`config.mk`:
```
export PLATFORM = sky130hd
export DESIGN_NAME = regfile_write_scheduler
export DESIGN_NICKNAME = d
export VERILOG_FILES = /design/src/rtl/regfile_sched_pkg.sv /design/src/rtl/rr_arbiter2.sv /design/src/rtl/regfile_write_scheduler.sv
export SDC_FILE = /design/constraint.sdc
export NUM_CORES = 1
export LEC_CHECK = 0
export CORE_ASPECT_RATIO = 1.2
export CORE_MARGIN = 3
export CORE_UTILIZATION = 32
export CTS_BUF_LIST = sky130_fd_sc_hd__clkbuf_8
export CTS_CLUSTER_DIAMETER = 80
export DETAILED_ROUTE_END_ITERATION = 8
export HOLD_SLACK_MARGIN = 0.08
export MAX_ROUTING_LAYER = met4
export PLACE_DENSITY = 0.85
export SYNTH_ARGS = -nofsm -noshare
export SYNTH_HDL_FRONTEND = slang
export SYNTH_SLANG_ARGS = --single-unit
```
`constraint.sdc`:
```
create_clock -name clk -period 1.9 [get_ports clk]
set_clock_uncertainty 0.1 [all_clocks]
set_input_delay 0.38 -clock clk [delete_from_list [all_inputs] [get_ports clk]]
set_output_delay 0.38 -clock clk [all_outputs]
set_load 0.05 [all_outputs]
```
`src/rtl/regfile_sched_pkg.sv`:
```
// Shared types and constants for the register-file write scheduler.
//   sched_state_t : INIT (clearing the register file) / RUN (arbitrating)
//   REQ_A, REQ_B  : requester ids, also the bit index of each requester in
//                   the arbiter valid/grant vectors
//   DATA_W_DEF, ADDR_W_DEF : default widths for the scheduler
package regfile_sched_pkg;

    localparam int DATA_W_DEF = 32;
    localparam int ADDR_W_DEF = 5;

    typedef enum logic {
        INIT = 1'b0,
        RUN  = 1'b1
    } sched_state_t;

    localparam logic REQ_A = 1'b0;
    localparam logic REQ_B = 1'b1;

endpackage

```
`src/rtl/rr_arbiter2.sv`:
```
// Two-way round-robin arbiter, purely combinational.
//   valid[1:0] : request lines, bit REQ_A = requester A, bit REQ_B = requester B
//   last       : id of the requester that won most recently
//   grant[1:0] : one-hot grant (all zero when nothing is requested)
module rr_arbiter2
    import regfile_sched_pkg::*;
(
    input  logic [1:0] valid,
    input  logic       last,
    output logic [1:0] grant
);

    always_comb begin
        grant = valid;
        // On contention the requester that did not win last time gets the port.
        if (valid[0] && valid[1]) begin
            grant = 2'b00;
            if (last == REQ_A) begin
                grant[REQ_B] = 1'b1;
            end else begin
                grant[REQ_A] = 1'b1;
            end
        end
    end

endmodule

```
`src/rtl/regfile_write_scheduler.sv`:
```
// Shares the register-file write port between ALU writeback (A) and
// memory-load writeback (B), clears the register file after reset, and
// forwards the in-flight write onto the read data.
//   clk, rst_n                    : clock, async active-low reset
//   a_valid/a_ready/a_addr/a_data : requester A handshake and payload
//   b_valid/b_ready/b_addr/b_data : requester B handshake and payload
//   rw, dw, rwe                   : registered register-file write port
//   rs, rt                        : read addresses (also go to the register file)
//   crs_rf, crt_rf                : raw register-file read data
//   crs, crt                      : forwarded read data
//   init_done                     : clear sequence complete, arbitration live
//
// state | meaning
// ------+-----------------------------------------------------------
// INIT  | one zero write per cycle to addresses 0..NUM_REGS-1, no grants
// RUN   | round-robin arbitration, one accepted write per cycle
module regfile_write_scheduler
    import regfile_sched_pkg::*;
#(
    parameter int DATA_W   = DATA_W_DEF,
    parameter int ADDR_W   = ADDR_W_DEF,
    parameter int NUM_REGS = 32
) (
    input  logic              clk,
    input  logic              rst_n,
    input  logic              a_valid,
    output logic              a_ready,
    input  logic [ADDR_W-1:0] a_addr,
    input  logic [DATA_W-1:0] a_data,
    input  logic              b_valid,
    output logic              b_ready,
    input  logic [ADDR_W-1:0] b_addr,
    input  logic [DATA_W-1:0] b_data,
    output logic [ADDR_W-1:0] rw,
    output logic [DATA_W-1:0] dw,
    output logic              rwe,
    input  logic [ADDR_W-1:0] rs,
    input  logic [ADDR_W-1:0] rt,
    input  logic [DATA_W-1:0] crs_rf,
    input  logic [DATA_W-1:0] crt_rf,
    output logic [DATA_W-1:0] crs,
    output logic [DATA_W-1:0] crt,
    output logic              init_done
);

    localparam logic [ADDR_W-1:0] LAST_REG = ADDR_W'(NUM_REGS - 1);

    sched_state_t      state;
    sched_state_t      state_nxt;
    logic [ADDR_W-1:0] cnt;
    logic              rr_last;
    logic [1:0]        grant;
    logic              xfer_a;
    logic              xfer_b;

    rr_arbiter2 u_arb (
        .valid ({b_valid, a_valid}),
        .last  (rr_last),
        .grant (grant)
    );

    always_ff @(posedge clk or negedge rst_n) begin
        if (!rst_n) begin
            state <= INIT;
        end else begin
            state <= state_nxt;
        end
    end

    always_comb begin
        state_nxt = state;
        a_ready   = 1'b0;
        b_ready   = 1'b0;
        case (state)
            INIT: begin
                if (cnt == LAST_REG) begin
                    state_nxt = RUN;
                end
            end
            RUN: begin
                a_ready = grant[REQ_A];
                b_ready = grant[REQ_B];
            end
            default: state_nxt = INIT;
        endcase
    end

    assign xfer_a    = a_valid && a_ready;
    assign xfer_b    = b_valid && b_ready;
    assign init_done = (state == RUN);

    // Output write stage. Register 0 is hardwired to zero, so a write to it
    // is accepted but never enabled.
    always_ff @(posedge clk or negedge rst_n) begin
        if (!rst_n) begin
            cnt     <= '0;
            rr_last <= REQ_B;
            rw      <= '0;
            dw      <= '0;
            rwe     <= 1'b0;
        end else if (state == INIT) begin
            rw  <= cnt;
            dw  <= '0;
            rwe <= 1'b1;
            cnt <= cnt + 1'b1;
        end else if (xfer_a) begin
            rw      <= a_addr;
            dw      <= a_data;
            rwe     <= (a_addr != '0);
            rr_last <= REQ_A;
        end else if (xfer_b) begin
            rw      <= b_addr;
            dw      <= b_data;
            rwe     <= (b_addr != '0);
            rr_last <= REQ_B;
        end else begin
            rwe <= 1'b0;
        end
    end

    // The register file commits at the end of the rwe cycle, so a read of
    // the same address during that cycle must take dw instead.
    always_comb begin
        crs = crs_rf;
        if (rs == '0) begin
            crs = '0;
        end else if (rwe && (rw == rs)) begin
            crs = dw;
        end
        crt = crt_rf;
        if (rt == '0) begin
            crt = '0;
        end else if (rwe && (rw == rt)) begin
            crt = dw;
        end
    end

endmodule

```
# Word level (Yosys, flattened, before mapping)
# Cells that the tools add are included.
word_totals:
  inputBits: 152
  out_inout_bits: 105
  reg_bits: 45
  elab_cells: 44
op_classes:
  addsub: 1
  mux: 22
  n_eq_ne: 4
  reduce_logical: 11
ops:
  columns: ["cell", "count"]
  rows:
  - ["$mux W32", 7]
  - ["$mux W5", 3]
  - ["$mux W1", 11]
  - ["$eq A5 B5 Y1", 2]
  - ["$logic_not A5 Y1", 2]
  - ["$reduce_bool A5 Y1", 2]
  - ["$add A5 B1 Y5 const B", 1]
  - ["$eq A5 B5 Y1 const B", 1]
  - ["$logic_and A1 B1 Y1", 5]
  - ["$ne A3 B1 Y1 const B", 1]
  - ["$mux W2", 1]
  - ["$reduce_and A2 Y1", 1]
  - ["$reduce_bool A2 Y1", 1]

# Logic depth before layout (Yosys ltp)
logic_depth:
  depth_word: 7
  depth_mapped: 6
  depth_no_buf: 5

# Modules after synthesis
# Synthesis repeated with hierarchy kept, for this count alone.
unflattened:
  cells_unflattened: 453
  hier_area_um2: 3478.3
modules_own_cells:
  columns: ["mod", "seq_area_each_um2", "cells_each", "area_per_inst_um2", "n_inst"]
  rows:
  - ["regfile_write_scheduler", 1127.3, 450, 3459.6, 1]
  - ["rr_arbiter2", 0.0, 3, 18.8, 1]

# Least setup slack after synthesis
# Ideal clock, no wire load.
synth_timing:
  kind: "flip-flop to output port"
  startpoint: "reg rw[1]"
  endpoint: "out crt[10]"
  setup_slack_ps: -1109
  t_required_ps: 1420
  path_stages_with_launch: 7
  path_buffers: 2
  arrival_time_ps: 2529
  cell_sequence: "dfrtp_1 > xnor2_1 > and2_1 > clkbuf_1 > and2_1 > buf_2 > o21ai_0"
synth_between:
  elab_chain_cells: 4
synth_lines:
  columns: ["item", "line", "source"]
  rows:
  - ["start: declaration", "regfile_write_scheduler.sv:34", "output logic [ADDR_W-1:0] rw,"]
  - ["start signal: assignment", "regfile_write_scheduler.sv:102", "rw <= cnt;"]
  - ["start signal: assignment", "regfile_write_scheduler.sv:107", "rw <= a_addr;"]
  - ["start signal: assignment", "regfile_write_scheduler.sv:112", "rw <= b_addr;"]
  - ["$eq A5 B5 Y1", "regfile_write_scheduler.sv:133", "end else if (rwe && (rw == rt)) begin"]
  - ["$logic_and A1 B1 Y1", "regfile_write_scheduler.sv:133", null]
  - ["$mux W32", "regfile_write_scheduler.sv:133", null]
  - ["$mux W32", "regfile_write_scheduler.sv:131", "if (rt == '0) begin"]
  - ["end: declaration", "regfile_write_scheduler.sv:42", "output logic [DATA_W-1:0] crt,"]
# No other way between the ends.

# Worst setup path after layout
layout_timing:
  startpoint: "in rs[3]"
  endpoint: "out crs[29]"
layout_between:
  elab_chain_cells: 4
  elab_cells_between_ends: 5
  classes_between: "1 x eq/ne; 2 x mux; 2 x reduce/logical"
layout_lines:
  columns: ["item", "line", "source"]
  rows:
  - ["start: declaration", "regfile_write_scheduler.sv:37", "input logic [ADDR_W-1:0] rs,"]
  - ["$eq A5 B5 Y1", "regfile_write_scheduler.sv:127", "end else if (rwe && (rw == rs)) begin"]
  - ["$logic_and A1 B1 Y1", "regfile_write_scheduler.sv:127", null]
  - ["$mux W32", "regfile_write_scheduler.sv:127", null]
  - ["$mux W32 (*)", "regfile_write_scheduler.sv:125", "if (rs == '0) begin"]
  - ["end: declaration", "regfile_write_scheduler.sv:41", "output logic [DATA_W-1:0] crs,"]
# Every way passes the cells marked *; elsewhere a longest branch is shown, timed or not.

==> flow_summary.yaml <==
placement:
  gp_congestion: 0.918
  place_inst: 820
  dp_hpwl_um: 13000
  place_ws_ns: -0.861
  io_buffers: 256
global_routing:
  first_global_vias: 5040
  grt_max_degree: 52
  met2_usage_pct: 51.1
  grt_pass1_wl_um: 27000
  gr-usage-met1_pct: 32.3
  antenna_found_initial: 0
  gr-total-overflow: 0
  grt_usage_pct: 29.2
  top_usage_layer: "met2"
  grt.met3_usage_pct: 4.94
timing:
  slew-limit-headroom_pct: 64.3
  drv_slew: 0
  rsz0062_at_grt: "true"
  setup_viol: 64
  finalHoldViolCount: 0
  fin_ws_ns: -0.731
  fmax_ghz: 0.380
  fin_crit_ns: 2.63
  worst_pin_slew_ns: 0.535
  finalCritPeriodShare_pct: 138
die:
  dieWidth_um: 101
  die-area_mm2: 0.0121
  io_pins: 257
  fp.dieH_um: 120
  start_util_pct: 33.6
  fp.coreArea_mm2: 0.0103
  rows: 40
synth:
  synthAdderAreaFrac_pct: 0.725
  yosysSeqAreaShare_pct: 32.7
  ys_ff_latch: 45
  synth_compound_area_share_pct: 16.6
  synth_cell_types: 34
  synth.avg_cell_area_um2: 7.71
  synth_top_family_by_area: "simple AND/OR/NAND/NOR gates"
  syn_nets: 602
  ys_warn_count: 0
  synthArstFlopShare_pct: 100
  synth_flop_cell: "dfrtp_1"
  yosys.area_share.simple_pct: 28.6
  synth_xor_area_share_pct: 3.30
  syn-cell-area_mm2: 0.00345
  synth_edf_count: 0
  muxShareOfSynthArea_pct: 11.1
  syn_inst: 448
cts:
  path_clk_slew_ns: 0.08
  numCtsBuffers: 5
  clockBufferDepth: 2
  cts.sinks: 45
  cts_tree: "yes"
  clkLatencyLatePin_ns: 0.30
  cts_root_buf: "clkbuf_8"
  cts_htree_levels: 2
power:
  vdd_drop_max_v: 0.000339
  pwr-share-comb_pct: 58.2
  p_leak_nw: 3.28
  switching_share_pct: 44.5
  switching_power_mw: 1.91
  power_density_mw_per_mm2: 557
  power.internal_mw: 2.38
  clockPowerShare_pct: 13.8
  p_seq_share_pct: 28.0
drt:
  wl_per_cell_um: 21.3
  drtIter0Drc: 265
  wirelength_um: 18100
  viasPerCell: 5.71
  ant_nets: 0
  num_vias: 4845
  remaining_drc_errors: 0
  firstDrtPassIters: 5
flow_run:
  max_cap_violations: 0
hold_path:
  hp-start: "cnt[2]$_DFFE_PN0N_"
  hp-class: "reg2reg"
cells_and_area:
  syn2layout_area_growth_pct: 123
  layout.cells.most_common: "clkdlybuf4s50_1"
  nets: 876
  final_cell_mix: "clkdlybuf4s50_1, nand2_1, nand4_1, buf_6, o21ai_4"
  fin_cells: 849
  n_antenna_cell: 0
  fillCellCount: 703
  drive_gt1_share_pct: 36.1
  multi_input_area_mm2: 0.00285
  regArea_mm2: 0.00113
worst_setup_path:
  criticalPathCategory: "in2out"
  worstPathRequired_ns: 1.42
  end_kind: "output port"
  worstPathArrival_ns: 2.15
  r2r_start: "rr_last$_DFFE_PN1P_"
  cp_max_fo: 6
  start_kind: "input port"
  critical_path.startpoint: "rs[3]"
outcome:
  outcome: "finished with violations"
  violations: "negative setup slack"
-- power by group through the flow --
| stage | Sequential (mW) | Clock, mW | Combinational (mW) |
|---|---|---|---|
| after global placement | 1.21 | 0 | 2.21 |
| after CTS | 1.19 | 0.603 | 2.47 |
| after global routing | 1.21 | 0.648 | 2.59 |
| after detailed placement | 1.21 | 0 | 2.25 |
| final | 1.20 | 0.591 | 2.49 |
| after floorplan | 1.48 | 0 | 1.03 |
-- cell families after synthesis --
group / after synthesis
buf+inv: 53
mux: 38
simple gates: 188
fa+ha+maj: 2
flops: 45
compound gates: 109
xor+xnor: 13
-- critical path, cell delays in order --
cell	delay (ns)
clkdlybuf4s50_1	0.48
xor2_2	0.22
nor4_4	0.18
buf_6	0.17
buf_4	0.12
buf_8	0.11
nand4_1	0.19
o21ai_4	0.14
buf_8	0.17
-- routing by layer --
| layer | wire, um | vias to the layer above | part of all wire (%) |
|---|---|---|---|
| met1 | 6530 | 2326 | 36 |
| met4 | 705 | 0 | 3.9 |
| met5 | 0 | - | 0 |
| li1 | - | 2190 | - |
| met3 | 1270 | 61 | 7.0 |
| met2 | 9580 | 268 | 53 |
-- synth_stat cells, types with 3 or more instances --
cell type	count	area (um2)
and2_1	4	25.0
buf_2	14	70.1
buf_6	3	33.8
clkbuf_1	29	109
dfrtp_1	44	1100
inv_1	5	18.8
mux2_2	3	33.8
mux2i_1	35	350
nand2_1	67	251
nand3_1	35	175
nand4_1	64	400
nor2_1	4	15.0
o21ai_0	86	430
o21ai_1	15	75.1
xnor2_1	5	43.8
xor2_1	8	70.1
-- area by class of cell --
class | count | share of cell area, %
sequential | 45 | 14.7
inverter | 5 | 0.244
tap | 126 | 2.05
multi-input combinational | 350 | 37.0
clock inverter | 3 | 0.244
timing repair buffer | 315 | 44.8
clock buffer | 5 | 0.894
-- per-stage QoR --
step | hold WS, ns | utilization, % | setup TNS, ns | total power [mW] | cell area, um2
4_1_cts | 0.421 | 74.0 | -43.55 | 4.26 | 7590
2_1_floorplan | -0.0156 | - | -16.52 | 2.51 | 4250
3_5_place_dp | 0.282 | 67.3 | -56.77 | 3.46 | 6910
3_3_place_gp | 0.277 | 67.3 | -50.88 | 3.42 | 6910
6_report | 0.423 | 75.0 | -43.77 | 4.28 | 7700
5_1_grt | 0.446 | 75.0 | -47.71 | 4.45 | 7700
-- state kept, by name (all words and copies together), names as in the netlist --
| name | cells |
|---|---|
| dw | 32 |
| cnt | 5 |
| rw | 5 |
| init_done | 1 |
| rr_last | 1 |
| rwe | 1 |
-- timing repair --
item / CTS / global route
setup endpoints to repair: 65 / 66
buffers inserted: 10 / 3
gates cloned: 6 / 3
pin swaps: 24 / 4
resized for setup: 100 / 12
hold buffers: 1 / 0
hold endpoints to repair: 20 / 0
-- worst paths after layout --
| kind | slack (ns) | endpoint | depth (start not counted) |
|---|---|---|---|
| min | 0.42 | cnt[2]$_DFFE_PN0N_ | 1 |
| max in group asynchronous | 0.59 | rr_last$_DFFE_PN1P_ | 3 |
| min in group asynchronous | 0.51 | dw[20]$_DFFE_PN0P_ | 2 |
| max | -0.73 | crs[29] | 9 |
| max reg2reg | 0.20 | dw[1]$_DFFE_PN0P_ | 6 |
| min reg2reg | 0.42 | cnt[2]$_DFFE_PN0N_ | 1 |
(Power assumes the default switching activity.)
